--- config.mk ---
export PLATFORM = sky130hd
export DESIGN_NAME = data_mem_arbiter
export DESIGN_NICKNAME = d
export VERILOG_FILES = /design/src/rtl/data_mem_pkg.sv /design/src/rtl/data_mem_arbiter_arb2_pick.sv /design/src/rtl/data_mem_arbiter.sv
export SDC_FILE = /design/constraint.sdc
export NUM_CORES = 1
export LEC_CHECK = 0
export ABC_AREA = 1
export CORE_UTILIZATION = 43
export CTS_BUF_LIST = sky130_fd_sc_hd__clkbuf_2
export DETAILED_ROUTE_END_ITERATION = 10
export PLACE_DENSITY = 0.95
export REMOVE_ABC_BUFFERS = 1
export SETUP_SLACK_MARGIN = 0.05
export SYNTH_ARGS = -nofsm -noshare
export SYNTH_HDL_FRONTEND = slang
export SYNTH_HIERARCHICAL = 1
export SYNTH_SLANG_ARGS = --single-unit
--- constraint.sdc ---
create_clock -name clk_25mhz -period 2.6 [get_ports clk_25mhz]
set_input_delay 0.26 -clock clk_25mhz [delete_from_list [all_inputs] [get_ports clk_25mhz]]
set_output_delay 0.26 -clock clk_25mhz [all_outputs]
set_load 0.005 [all_outputs]
--- src/rtl/data_mem_pkg.sv ---
// Shared types and constants for the data memory arbiter.
// State encoding, port ids and MMIO decode constants.
package data_mem_pkg;

  typedef enum logic [1:0] {
    IDLE   = 2'd0,
    ACCESS = 2'd1,
    RESP   = 2'd2
  } state_t;

  typedef logic port_t;

  localparam port_t PORT_C = 1'b0;
  localparam port_t PORT_L = 1'b1;

  localparam int MMIO_BIT  = 31;
  localparam int LED_WIDTH = 8;

endpackage

--- src/rtl/data_mem_arbiter_arb2_pick.sv ---
// Two-way grant picker: round-robin on a tie by default,
// C-first fixed priority when DATA_MEM_ARB_FIXED_PRIO_EN is defined.
module arb2_pick
  import data_mem_pkg::*;
(
  input  logic  elig_c,
  input  logic  elig_l,
  input  port_t last_grant,
  output logic  grant_valid,
  output port_t grant_id
);

`ifdef DATA_MEM_ARB_FIXED_PRIO_EN
  logic unused_last_grant;
  assign unused_last_grant = last_grant;
`endif

  // Pick a winner among the eligible ports
  always_comb begin
    grant_valid = elig_c | elig_l;
    grant_id    = PORT_C;
    unique case (1'b1)
      (elig_c & elig_l): begin
`ifdef DATA_MEM_ARB_FIXED_PRIO_EN
        grant_id = PORT_C;
`else
        grant_id = ~last_grant;
`endif
      end
      (elig_l & ~elig_c): grant_id = PORT_L;
      default:            grant_id = PORT_C;
    endcase
  end

endmodule

--- src/rtl/data_mem_arbiter.sv ---
// Shares the data RAM between CPU (C) and loader (L), decodes bit-31 MMIO
// to an LED register. Option macro: DATA_MEM_ARB_FIXED_PRIO_EN.
module data_mem_arbiter
  import data_mem_pkg::*;
#(
  parameter int ADDR_WIDTH = 8,
  parameter int DATA_WIDTH = 32
) (
  input  logic                  clk_25mhz,
  input  logic                  reset,
  input  logic                  c_req,
  input  logic                  c_we,
  input  logic [31:0]           c_addr,
  input  logic [DATA_WIDTH-1:0] c_wdata,
  output logic                  c_ack,
  output logic [DATA_WIDTH-1:0] c_rdata,
  input  logic                  l_req,
  input  logic                  l_we,
  input  logic [31:0]           l_addr,
  input  logic [DATA_WIDTH-1:0] l_wdata,
  output logic                  l_ack,
  output logic [DATA_WIDTH-1:0] l_rdata,
  output logic                  ram_en,
  output logic                  ram_we,
  output logic [ADDR_WIDTH-1:0] ram_addr,
  output logic [DATA_WIDTH-1:0] ram_wdata,
  input  logic [DATA_WIDTH-1:0] ram_rdata,
  output logic [LED_WIDTH-1:0]  led
);

  state_t                state;
  port_t                 last_grant;
  port_t                 cur_port;
  logic                  cur_we;
  logic                  cur_mmio;
  logic                  ram_en_q;
  logic                  ram_we_q;

  logic                  elig_c;
  logic                  elig_l;
  logic                  grant_valid;
  port_t                 grant_id;

  logic                  sel_we;
  logic [31:0]           sel_addr;
  logic [DATA_WIDTH-1:0] sel_wdata;
  logic [DATA_WIDTH-1:0] rd_val;
  logic                  unused_addr;

  assign elig_c = c_req & ~c_ack;
  assign elig_l = l_req & ~l_ack;

  arb2_pick u_pick (
    .elig_c      (elig_c),
    .elig_l      (elig_l),
    .last_grant  (last_grant),
    .grant_valid (grant_valid),
    .grant_id    (grant_id)
  );

  assign sel_we    = (grant_id == PORT_L) ? l_we    : c_we;
  assign sel_addr  = (grant_id == PORT_L) ? l_addr  : c_addr;
  assign sel_wdata = (grant_id == PORT_L) ? l_wdata : c_wdata;

  // Middle address bits alias onto the RAM index
  assign unused_addr = ^sel_addr[MMIO_BIT-1:ADDR_WIDTH];

  // Read result: LED register for MMIO, RAM output otherwise
  assign rd_val = cur_mmio
    ? {{(DATA_WIDTH-LED_WIDTH){1'b0}}, led}
    : ram_rdata;

  // Reset kills an in-flight strobe so an aborted access never writes
  assign ram_en = ram_en_q & ~reset;
  assign ram_we = ram_we_q & ~reset;

  // Arbitration FSM with latched request fields and registered outputs
  always_ff @(posedge clk_25mhz) begin
    if (reset) begin
      state      <= IDLE;
      last_grant <= PORT_L;
      cur_port   <= PORT_C;
      cur_we     <= 1'b0;
      cur_mmio   <= 1'b0;
      ram_en_q   <= 1'b0;
      ram_we_q   <= 1'b0;
      ram_addr   <= '0;
      ram_wdata  <= '0;
      c_ack      <= 1'b0;
      l_ack      <= 1'b0;
      c_rdata    <= '0;
      l_rdata    <= '0;
      led        <= '0;
    end else begin
      c_ack <= 1'b0;
      l_ack <= 1'b0;
      unique case (state)
        IDLE: begin
          if (grant_valid) begin
            cur_port   <= grant_id;
            last_grant <= grant_id;
            cur_we     <= sel_we;
            cur_mmio   <= sel_addr[MMIO_BIT];
            ram_addr   <= sel_addr[ADDR_WIDTH-1:0];
            ram_wdata  <= sel_wdata;
            ram_en_q   <= ~sel_addr[MMIO_BIT];
            ram_we_q   <= sel_we & ~sel_addr[MMIO_BIT];
            state      <= ACCESS;
          end
        end
        ACCESS: begin
          ram_en_q <= 1'b0;
          ram_we_q <= 1'b0;
          if (cur_mmio && cur_we) begin
            led <= ram_wdata[LED_WIDTH-1:0];
          end
          state <= RESP;
        end
        RESP: begin
          if (cur_port == PORT_L) begin
            l_ack <= 1'b1;
            if (!cur_we) l_rdata <= rd_val;
          end else begin
            c_ack <= 1'b1;
            if (!cur_we) c_rdata <= rd_val;
          end
          state <= IDLE;
        end
        default: state <= IDLE;
      endcase
    end
  end

endmodule

After elaboration in Yosys (flattened, before gate mapping)
Index checks and enable logic that the tools add are counted.
Widths: inputs -> output; s select.
{"block": "classes", "eq_ne": 3, "n_bitwise": 17, "reduce_logical": 9, "n_mux": 13}
{"op": "$mux 32", "count": 3}
{"op": "$not 1->1", "count": 9}
{"op": "$and 1x1->1", "count": 7}
{"op": "$pmux 1 s2", "count": 3}
{"op": "$reduce_and 2->1", "count": 3}
{"op": "$reduce_and 3->1", "count": 2}
{"op": "$mux 1", "count": 5}
{"op": "$pmux 2 s2", "count": 1}
{"op": "$eq 2x1->1 const B", "count": 1}
{"op": "$eq 2x2->1 const B", "count": 1}
{"op": "$logic_not 2->1", "count": 1}
{"op": "$mux 2", "count": 1}
{"op": "$ne 2x2->1 const B", "count": 1}
{"op": "$reduce_bool 2->1", "count": 1}
{"op": "$reduce_or 2->1", "count": 1}
{"op": "$logic_and 1x1->1", "count": 1}
{"op": "$or 1x1->1", "count": 1}
{"block": "totals", "input_bits": 166, "out_inout_bits": 116, "wordCells": 56, "reg_bits": 122}

Longest topological paths before layout
Gate-level depths: netlist of run 1.
{"block": "logic_depth", "word_depth": 10, "depth_mapped": 11, "ltp_nobuf": 9}

Cells and area by module
Netlist of run 1, hierarchy kept.
{"mod": "data_mem_arbiter", "n_inst": 1, "area_per_inst_um2": 5053.6, "seq_area_each_um2": 2442.3, "cells_per_inst": 758}
{"mod": "arb2_pick", "n_inst": 1, "area_per_inst_um2": 15.0, "seq_area_each_um2": 0.0, "cells_per_inst": 3}

Worst setup path after synthesis of run 1
OpenSTA, ideal clock, no wires.
{"block": "synth_timing", "kind": "reg2reg", "start": "register l_ack", "end": "register ram_addr[7]", "synth_period_minus_slack_ns": 1.354, "setup_slack_ns": 1.246, "n_path_buf": 2, "setup_time_ns": 0.132, "t_required_ns": 2.468, "stages_incl_launch_ff": 11, "t_arrival_ns": 1.222, "cell_sequence": "dfxtp_1 -> nor2_1 -> inv_1 -> a21oi_1 -> buf_2 -> clkinv_1 -> buf_2 -> nand2_1 -> nand2_1 -> nand2_1 -> a21oi_1"}
{"block": "synth_via", "elab_chain_cells": 5, "word_cells_on_any_way": 8, "classes_between": "2 x mux; 5 x bitwise; 1 x reduce/logical"}
{"item": "from (decl)", "line_no": "data_mem_arbiter.sv:21", "source": "output logic l_ack,"}
{"item": "from (signal assigned)", "line_no": "data_mem_arbiter.sv:90", "source": "l_ack <= 1'b0;"}
{"item": "from (signal assigned)", "line_no": "data_mem_arbiter.sv:96", "source": "l_ack <= 1'b0;"}
{"item": "from (signal assigned)", "line_no": "data_mem_arbiter.sv:121", "source": "l_ack <= 1'b1;"}
{"item": "$not 1->1 *", "line_no": "data_mem_arbiter.sv:51", "source": "assign elig_l = l_req & ~l_ack;"}
{"item": "$and 1x1->1 *", "line_no": "data_mem_arbiter.sv:51"}
{"item": "via elig_l", "line_no": "data_mem_arbiter.sv:40", "source": "logic elig_l;"}
{"item": "$and 1x1->1 (on tied branches)", "line_no": "data_mem_arbiter_arb2_pick.sv:30, data_mem_arbiter_arb2_pick.sv:23"}
{"item": "$pmux 1 s2 *", "line_no": "data_mem_arbiter_arb2_pick.sv:22", "source": "unique case (1'b1)"}
{"item": "via grant_id", "line_no": "data_mem_arbiter.sv:42", "source": "port_t grant_id;"}
{"item": "$mux 32 *", "line_no": "data_mem_arbiter.sv:62", "source": "assign sel_addr = (grant_id == PORT_L) ? l_addr : c_addr;"}
{"item": "to (signal assigned)", "line_no": "data_mem_arbiter.sv:104", "source": "ram_addr <= sel_addr[ADDR_WIDTH-1:0];"}
{"item": "to (decl)", "line_no": "data_mem_arbiter.sv:25", "source": "output logic [ADDR_WIDTH-1:0] ram_addr,"}
The timed path passes the listed nets; every way through them passes the cells marked *.
A chain may end at the register's enable or synchronous reset.

Worst setup path in the final report of run 1
{"block": "layout_timing", "start": "register ram_we_q", "end": "output ram_we"}
{"block": "layout_via", "elab_chain_cells": 1}
{"item": "from (decl)", "line_no": "data_mem_arbiter.sv:37", "source": "logic ram_we_q;"}
{"item": "from (signal assigned)", "line_no": "data_mem_arbiter.sv:107", "source": "ram_we_q <= sel_we & ~sel_addr[MMIO_BIT];"}
{"item": "$and 1x1->1", "line_no": "data_mem_arbiter.sv:75", "source": "assign ram_we = ram_we_q & ~reset;"}
{"item": "to (decl)", "line_no": "data_mem_arbiter.sv:24", "source": "output logic ram_we,"}
No other way between the ends.

==> run metrics, run 1 <==
status complete, no violations; area growth from synthesis to layout 53.37%; slew margin rel. 59.18%; Total Die Area 12230 um2; GP Congestion 0.7964; Most used DFF post-synth dfxtp_1; Site Rows 39; count leader, synth nand2_1; hold slack 225.2 ps; multiplexer share of the synthesized area 0%; largest cells by area after synthesis dfxtp_1 48%, nand2_1 20%, nor2_1 11%, a21oi_1 6.1%, o21ai_0 5.9%; final instance area 7774 um2; Port Buf Inserts 235; vias per cell 4.816; final clock skew 31.61 ps; Seq/Total Area, Yosys 48.19%; CP Cell Sequence inv_1 > nor2_1 > clkdlybuf4s50_1; internal power 0.002965 W; Sw Share 28.96%; worst-path maximum fanout 2; starting density of the core 44.20%; EDFF count, synth 0; Worst path max stage delay 500 ps; total negative slack 0 ps; Top-Level Pins 282; grt total ovfl 0; Die W 110.6 um; Max H-tree Level 4; Layout Nets 1145; Post-Synth Simple-Gate Area 32.31%; Ys Warns 6; vias in the first global route 5137; VDD IR-drop max 305.6 uV; syn_area_per_cell 6.660 um2; Post-DP HPWL 10.44 mm; Area after DPL 7503 um2; P per Cell Area 536.9 nW/um2; WL/cell 13.10 um; first-pass GRT wire length 24.03 mm; total design power 0.004173 W; vias 5466; endpoints failing setup 0; Synth Cell Area 5069 um2; Max Root-Sink Buffers 2; Worst Path Required 2340 ps; Psw 0.001209 W; min cycle time layout 1918 ps; setup ws final 681.9 ps; share of the synthesized area in the top cell type 48.19%; antenna cells 0; fraction of the mapped netlist area in compound gates 12.05%; WP data arrival 1660 ps; Highest Clock Rate 521.3 MHz; Core Area 11470 um2; GRT Total Usage 24.40%; sequential share of power 48.8%; ANT nets after route 0; Tightest Pin Transition 612.3 ps; Post-Route WL 14.86 mm; largest net degree at the start of global routing 56; RSZ-0062 raised after global routing false; FF+latch area 2442 um2; Synth cell types 20; CTS Buf Count 17; Die Ht 110.6 um; 1st-iter DRT viols 441; initial antenna violation count 0; adder-cell share of the synthesized area 0%; top cells by count, synth 272 x nand2_1, 148 x nor2_1, 122 x dfxtp_1; Worst-Skew Late Latency 650 ps; # DRC 0; flops & latches, synth 122; Clock power frac 30.8%; clk sinks 122; Post-Synth XOR/XNOR Area 0%; Comb pwr share 20.4%; largest family of logic cells by synthesized area simple AND/OR/NAND/NOR gates; CP max-delay cell clkdlybuf4s50_1; fin crit share 73.77%; layout cells sized above 1 5.242%; worst slack at placement 577.7 ps; worst hold path class in -> reg; Hold Vio Cnt, Final 0; crit end category output port; Reg clk slew, reported paths 200 ps; Root Driver clkbuf_2; Syn Inst Count 761; First-pass DRT Iterations 4; number of max-cap violations 0; max-slew violations 0; cell taking the most area after synthesis dfxtp_1; Worst Setup Start Kind flop; leak pwr 3.332 nW; CTS tree yes; Multi-input gate area 2272 um2; Worst Setup Path Type reg -> out; # fillers 909; Post-synth ARST share 0%
==> power groups by stage <==
stage,sequential [W],combinational [W],clock (W)
final,0.00203,0.000852,0.00129
after CTS,0.00203,0.000859,0.00131
after global placement,0.00207,0.000838,0
after detailed placement,0.00207,0.000854,0
after floorplan,0.00208,0.000327,0
after global routing,0.00205,0.000942,0.00141
==> sequential cells by signal, indices dropped and copies added (netlist names), 2 cells and up <==
register,count
c_rdata,32
led,8
ram_addr,8
l_rdata,32
state,2
ram_wdata,32
==> metal layers <==
layer  up-vias  part of all wire, %  global-route usage, %  wire (um)
met4         0                  2.6                  10.49        386
met3        36                  6.7                  6.476        996
met2       244                   50                  43.40       7384
met5         -                    0                      0          0
li1       2786                    -                      -          -
met1      2400                   41                  27.26       6096
==> through the flow <==
stage	utilization (%)	instances
2_1_floorplan	-	714
3_3_place_gp	65.43	1102
3_5_place_dp	65.43	1102
4_1_cts	67.79	1135
5_1_grt	67.79	1135
6_report	67.79	1135
==> worst paths after layout <==
kind | start | to | slack (ps) | cells after the start
worst max-delay path | ram_we_q | ram_we | 680 | 3
worst min-delay path | c_wdata[23] | ram_wdata[23] | 230 | 5
worst max register to register | cur_mmio | led[1] | 940 | 5
worst min register to register | ram_addr[0] | ram_addr[0] | 480 | 2
==> cell type report <==
cell class	count	area share, %
multi-input combinational	552	29.23
sequential	122	31.42
clock inverter	15	2.253
inverter	40	1.931
clock buffer	17	1.094
timing repair buffer	246	31.77
tap	143	2.302
==> layout by cell type (no fill, tap or decap), types with 2 or more instances in the layout <==
cell             netlist  layout
nand2_1              272     272
clkdlybuf4s50_1        0     234
nor2_1               148     147
dfxtp_1              122     122
a21oi_1               62      61
o21ai_0               60      60
inv_1                 35      35
clkbuf_2               2      17
buf_4                  4       7
clkinv_2               0       5
clkinv_4               0       5
inv_2                  3       3
nand3_1                4       3
bufinv_16              0       3
buf_12                 0       3
nor2_4                 1       2
clkinv_1               2       2
==> worst max-delay path: cells and delay by family, from the launching register on <==
family	cells	cell delay, ps
AND/OR/NAND/NOR	1	90
flip-flops	1	380
buffers and inverters	2	540
==> kinds of logic (layout without fill, tap and decap cells) <==
family / Yosys count / in the layout
AO/OA/AOI/OAI: 122 / 122
buffers and inverters: 87 / 318
flip-flops: 122 / 122
AND/OR/NAND/NOR: 430 / 430
==> repair_timing <==
item | in CTS | in global routing
endpoints found under the hold margin | 3 | 0
buffers inserted | 0 | 0
resized for setup | 0 | 0
hold buffers | 1 | 0
(Power assumes the default switching activity.)
==> inputs of run 2 (changes only) <==
- CORE_UTILIZATION: 43 -> 40
- PLACE_DENSITY: 0.95 -> 0.9
- clock period: 2.6 -> 1.8 ns (I/O delays scaled with it)
==> run metrics, run 2 (same netlist as run 1, synthesis figures left out) <==
Worst Path Required 1620 ps (was 2340 ps); CP Cell Sequence clkdlybuf4s50_1 (was inv_1 > nor2_1 > clkdlybuf4s50_1); Die Ht 114.6 um (was 110.6 um); GR peak layer met2 (unchanged); WP data arrival 1510 ps (was 1660 ps); Port Buf Inserts 235 (unchanged); sequential share of power 50.0% (was 48.8%); CTS Buf Count 17 (unchanged); leak pwr 4.395 nW (was 3.332 nW); internal power 0.004230 W (was 0.002965 W); vias per cell 4.750 (was 4.816); fin crit share 93.81%; Worst path max stage delay 510 ps (was 500 ps); Buffers & Inverters on Critical Path 1 (was 2); Root Driver clkbuf_2 (unchanged); P per Cell Area 731.1 nW/um2 (was 536.9 nW/um2); hold wc startpoint c_wdata[9] (was c_wdata[23]); Post-DP HPWL 10.81 mm (was 10.44 mm); Core Area 12160 um2 (was 11470 um2); Tightest Pin Transition 545.0 ps (was 612.3 ps); worst-path maximum fanout 2 (unchanged); Worst-Skew Late Latency 660 ps (was 650 ps); largest net degree at the start of global routing 51 (was 56); GRT Total Usage 23.60% (was 24.40%); # fillers 1031 (was 909); Area after DPL 7597 um2 (was 7503 um2); area growth from synthesis to layout 59.66% (was 53.37%); # DRC 0 (unchanged); vias 5610 (was 5466); vias in the first global route 4953 (was 5137); GRT met2 Usage 41.94% (was 43.40%); most common cell after layout, fill and taps aside nand2_1 (unchanged); Clock power frac 29.4% (was 30.8%); worst reg2reg setup slack 340 ps (was 940 ps); first-pass GRT wire length 23.93 mm (was 24.03 mm); RSZ-0062 raised after global routing true (was false); FF-to-FF End ram_en_q (was led[1]); slew margin rel. 63.61% (was 59.18%); Comb pwr share 20.6% (was 20.4%); Layout Nets 1166 (was 1145); met3 Track Usage GR 6.406% (was 6.476%); 1st-iter DRT viols 512 (was 441); commonest cells after routing, fill and taps aside 272 x nand2_1, 147 x nor2_1, 131 x clkdlybuf4s50_1 (was 272 x nand2_1, 234 x clkdlybuf4s50_1, 147 x nor2_1); Reg-to-Reg Start l_ack (was cur_mmio); CP max-delay cell clkdlybuf4s50_1 (unchanged); Placed Cells 1132 (was 1102); family with the most delay on the worst path buffers and inverters (unchanged); Sw Share 28.51% (was 28.96%); grt total ovfl 0 (unchanged); Max Root-Sink Buffers 2 (unchanged); crit end category output port (unchanged); Reg clk slew, reported paths 190 ps (was 200 ps); Post-Layout Cell Count 1181 (was 1135); Total Die Area 13130 um2 (was 12230 um2); Worst Hold End ram_wdata[9] (was ram_wdata[23]); GP Congestion 0.8034 (was 0.7964); endpoints failing setup 0 (unchanged); number of max-cap violations 0 (unchanged); Top Registers c_rdata (32), l_rdata (32), ram_wdata (32) (unchanged); hold slack 126.8 ps (was 225.2 ps); VDD IR-drop max 356.3 uV (was 305.6 uV); Highest Clock Rate 592.2 MHz; Post-Route WL 15.99 mm (was 14.86 mm); Reg2Reg Depth 8 (was 5); worst hold path class in -> reg (unchanged); Die W 114.6 um (was 110.6 um); Multi-input gate area 2272 um2 (unchanged); starting density of the core 41.68% (was 44.20%); Max H-tree Level 4 (unchanged); min cycle time layout 1689 ps; status complete, no violations (unchanged); clk sinks 122 (unchanged); Top-Level Pins 282 (unchanged); initial antenna violation count 0 (unchanged); Worst Setup Path Type reg -> out (unchanged); final instance area 8093 um2 (was 7774 um2); WL/cell 13.54 um (was 13.10 um); layout cells sized above 1 17.00% (was 5.242%); max-slew violations 0 (unchanged); FF+latch area 2579 um2 (was 2442 um2); final clock skew 37.77 ps (was 31.61 ps); First-pass DRT Iterations 5 (was 4); Hold Path Stages 5 (unchanged); Site Rows 40 (was 39); ANT nets after route 0 (unchanged); Hold Vio Cnt, Final 0 (unchanged); Worst Setup Start Kind flop (unchanged); Psw 0.001687 W (was 0.001209 W); grt met1 use 26.68% (was 27.26%); CTS tree yes (unchanged)
-- run 2: changes by cell type in the layout (fill, tap and decap cells not counted), sizes merged --
cell	change
clkinv	-1
dlygate4sd2	+68
inv	-1
dlymetal6s2s	+35
clkdlybuf4s50	-103
diode	+1
buf	+21
clkbuf	+1
-- run 2: layer usage --
metal | vias to the layer above | wire length [um]
li1 | 2833 | -
met1 | 2499 | 6298
met2 | 252 | 8065
met3 | 26 | 1271
met4 | 0 | 356
met5 | - | 0
-- run 2: repair_timing --
action                     4_1_cts  5_1_grt
pin swaps                        0        0
setup endpoints to repair      103       42
buffers inserted                13        3
cloned                           0        0
hold buffers                     1        0
hold endpoints to repair        11        0
resized for setup              162       49
-- run 2: per-stage QoR --
| step | TNS [ps] | utilization (%) | setup WS, ps | total power [W] |
|---|---|---|---|---|
| detailed placement | -8.595 | 62.47 | -8.595 | 0.004256 |
| global placement | 0 | 62.47 | 33.74 | 0.004230 |
| CTS | 0 | 65.47 | 50.21 | 0.005934 |
| finish | 0 | 66.54 | 111.4 | 0.005917 |
| global route | 0 | 66.52 | 22.34 | 0.006213 |
| floorplan | -94400 | - | -2215 | 0.003479 |
-- run 2: layout make-up --
class	count	area share, %
inverter	40	1.855
sequential	122	31.86
clock inverter	13	1.654
timing repair buffer	267	32.81
tap	168	2.597
antenna	1	0.03092
multi-input combinational	552	28.08
clock buffer	18	1.113
-- run 2: how the worst max path moves through the flow --
stage / slack, ps / from / endpoint / depth (start not counted)
after floorplan: -2220 / l_ack / ram_we_q / 8
after global placement: 30 / l_req / ram_wdata[1] / 11
after detailed placement: -9 / l_req / ram_we_q / 11
after CTS: 50 / l_rdata[29] / l_rdata[29] / 1
after global routing: 20 / l_rdata[10] / l_rdata[10] / 1
final: 110 / l_rdata[15] / l_rdata[15] / 1
-- run 2: power groups by stage --
| stage | sequential (W) | clock, W | combinational, W |
|---|---|---|---|
| 3_3_place_gp | 0.00300 | 0 | 0.00123 |
| 2_1_floorplan | 0.00301 | 0 | 0.000472 |
| 4_1_cts | 0.00296 | 0.00176 | 0.00122 |
| 3_5_place_dp | 0.00300 | 0 | 0.00125 |
| 5_1_grt | 0.00298 | 0.00189 | 0.00135 |
| 6_report | 0.00296 | 0.00174 | 0.00122 |
-- run 2: worst min-delay path, cell delays in order --
cell and delay, ps:
clkdlybuf4s50_1 390, nand2_1 60, nand2_1 40, nand2_1 50, a21oi_1 50
==> inputs of run 3 (changes only) <==
- CORE_UTILIZATION: 40 -> 43
- PLACE_DENSITY: 0.9 -> 0.95
- clock period: 1.8 -> 2.1 ns (I/O delays scaled with it)
==> run metrics, run 3 (same netlist as run 1, synthesis figures left out) <==
grt total ovfl 0 (unchanged); Die W 110.6 um (was 114.6 um); Psw 0.001442 W (was 0.001687 W); VDD IR-drop max 454.5 uV (was 356.3 uV); leak pwr 3.330 nW (was 4.395 nW); Total Die Area 12230 um2 (was 13130 um2); P per Cell Area 671.0 nW/um2 (was 731.1 nW/um2); post-CTS sizing 0 (was 162); GP Congestion 0.7832 (was 0.8034); Post-Route WL 14.66 mm (was 15.99 mm); Reg clk slew, reported paths 190 ps (about the same); number of max-cap violations 0 (unchanged); First-pass DRT Iterations 4 (was 5); Site Rows 39 (was 40); vias 5441 (was 5610); Buffers & Inverters on Critical Path 2 (was 1); slew margin rel. 63.73% (was 63.61%); max-slew violations 0 (unchanged); Worst Path Required 1890 ps (was 1620 ps); Highest Clock Rate 539.1 MHz; CTS tree yes (unchanged); Max H-tree Level 4 (unchanged); Top-Level Pins 282 (unchanged); Root Driver clkbuf_2 (unchanged); WP data arrival 1650 ps (was 1510 ps); RSZ-0062 raised after global routing false (was true); WL/cell 12.90 um (was 13.54 um); family with the most delay on the worst path buffers and inverters (unchanged); Comb pwr share 20.2% (was 20.6%); CP max-delay cell clkdlybuf4s50_1 (unchanged); GRT Total Usage 24.00% (was 23.60%); first-pass GRT wire length 23.54 mm (was 23.93 mm); Hold-fix buffers, CTS 1 (unchanged); Hold Vio Cnt, Final 0 (unchanged); clk sinks 122 (unchanged); Layout Nets 1146 (was 1166); setup ws final 244.9 ps (was 111.4 ps); CTS Buf Count 17 (unchanged); crit end category output port (unchanged); endpoints failing setup 0 (unchanged); initial antenna violation count 0 (unchanged); Worst path max stage delay 500 ps (was 510 ps); # DRC 0 (unchanged); worst slack at placement 152.4 ps (was -8.595 ps); starting density of the core 44.20% (was 41.68%); # fillers 938 (was 1031); fin crit share 88.34%; Worst-Skew Late Latency 640 ps (was 660 ps); commonest cells after routing, fill and taps aside 272 x nand2_1, 234 x clkdlybuf4s50_1, 147 x nor2_1 (was 272 x nand2_1, 147 x nor2_1, 131 x clkdlybuf4s50_1); area growth from synthesis to layout 53.74% (was 59.66%); Post-DP HPWL 10.52 mm (was 10.81 mm); utilization after layout 67.95% (was 66.54%); Die Ht 110.6 um (was 114.6 um); CP Cell Sequence inv_1 > nor2_1 > clkdlybuf4s50_1 (was clkdlybuf4s50_1); Worst Setup Path Type reg -> out (unchanged); Core Area 11470 um2 (was 12160 um2); largest net degree at the start of global routing 49 (was 51); worst-path maximum fanout 2 (unchanged); vias in the first global route 4905 (was 4953); final clock skew 34.06 ps (was 37.77 ps); ANT nets after route 0 (unchanged); worst hold path class in -> reg (unchanged); internal power 0.003787 W (was 0.004230 W); sequential share of power 48.2% (was 50.0%); status complete, no violations (unchanged); Multi-input gate area 2272 um2 (unchanged); Port Buf Inserts 235 (unchanged); Max Root-Sink Buffers 2 (unchanged); most common cell after layout, fill and taps aside nand2_1 (unchanged); Sw Share 27.58% (was 28.51%); min cycle time layout 1855 ps; Top Registers c_rdata (32), l_rdata (32), ram_wdata (32) (unchanged); FF+latch area 2442 um2 (was 2579 um2); number of post-CTS setup repair buffers 0 (was 13); antenna cells 0 (was 1); Worst Setup Start Kind flop (unchanged); Clock power frac 31.6% (was 29.4%); vias per cell 4.790 (was 4.750); Tightest Pin Transition 543.2 ps (was 545.0 ps); 1st-iter DRT viols 437 (was 512); layout cells sized above 1 5.136% (was 17.00%)
==> run 3: cell type report <==
class	instances	area share [%]
Clock buffer	19	1.220
Clock inverter	13	2.264
Inverter	40	1.927
Multi-Input combinational cell	552	29.16
Sequential cell	122	31.34
Tap cell	143	2.296
Timing Repair Buffer	247	31.79
==> run 3: worst paths after layout <==
check                                   start             to  slack (ps)  depth (start not counted)
worst max-delay path                 ram_we_q         ram_we         240                          3
worst min-delay path              c_wdata[24]  ram_wdata[24]         190                          5
worst max register to register          c_ack  ram_wdata[13]         510                          8
worst min register to register  ram_wdata[28]  ram_wdata[28]         480                          2
==> run 3: power by group through the flow <==
stage	clock (W)	combinational (W)	sequential, W
6_report	0.00165	0.00105	0.00252
5_1_grt	0.00182	0.00117	0.00254
4_1_cts	0.00171	0.00106	0.00252
3_5_place_dp	0	0.00106	0.00257
3_3_place_gp	0	0.00104	0.00256
2_1_floorplan	0	0.000404	0.00258
==> run 3: metrics by stage <==
stage / cell area, um2 / total power (W) / setup TNS (ps) / cells / hold slack, ps
after floorplan: 4841 / 0.002982 / -80600 / 714 / 279.1
after detailed placement: 7511 / 0.003626 / 0 / 1103 / 454.5
after global placement: 7511 / 0.003600 / 0 / 1103 / 448.2
final: 7792 / 0.005228 / 0 / 1136 / 190.2
after global routing: 7792 / 0.005522 / 0 / 1136 / 105.5
after CTS: 7792 / 0.005290 / 0 / 1136 / 96.73
==> run 3: worst min-delay path, delay by kind of cell <==
family,cells,cell delay (ps)
buffers and inverters,1,390
and+or+nand+nor,3,150
AOI/OAI and AO/OA,1,50
==> run 3: metal layers <==
metal / up-vias / part of all wire (%) / track usage, %
li1: 2792 / - / -
met1: 2401 / 41 / 27.75
met2: 222 / 50 / 41.53
met3: 26 / 6.6 / 6.422
met4: 0 / 2.3 / 10.31
met5: - / 0 / 0
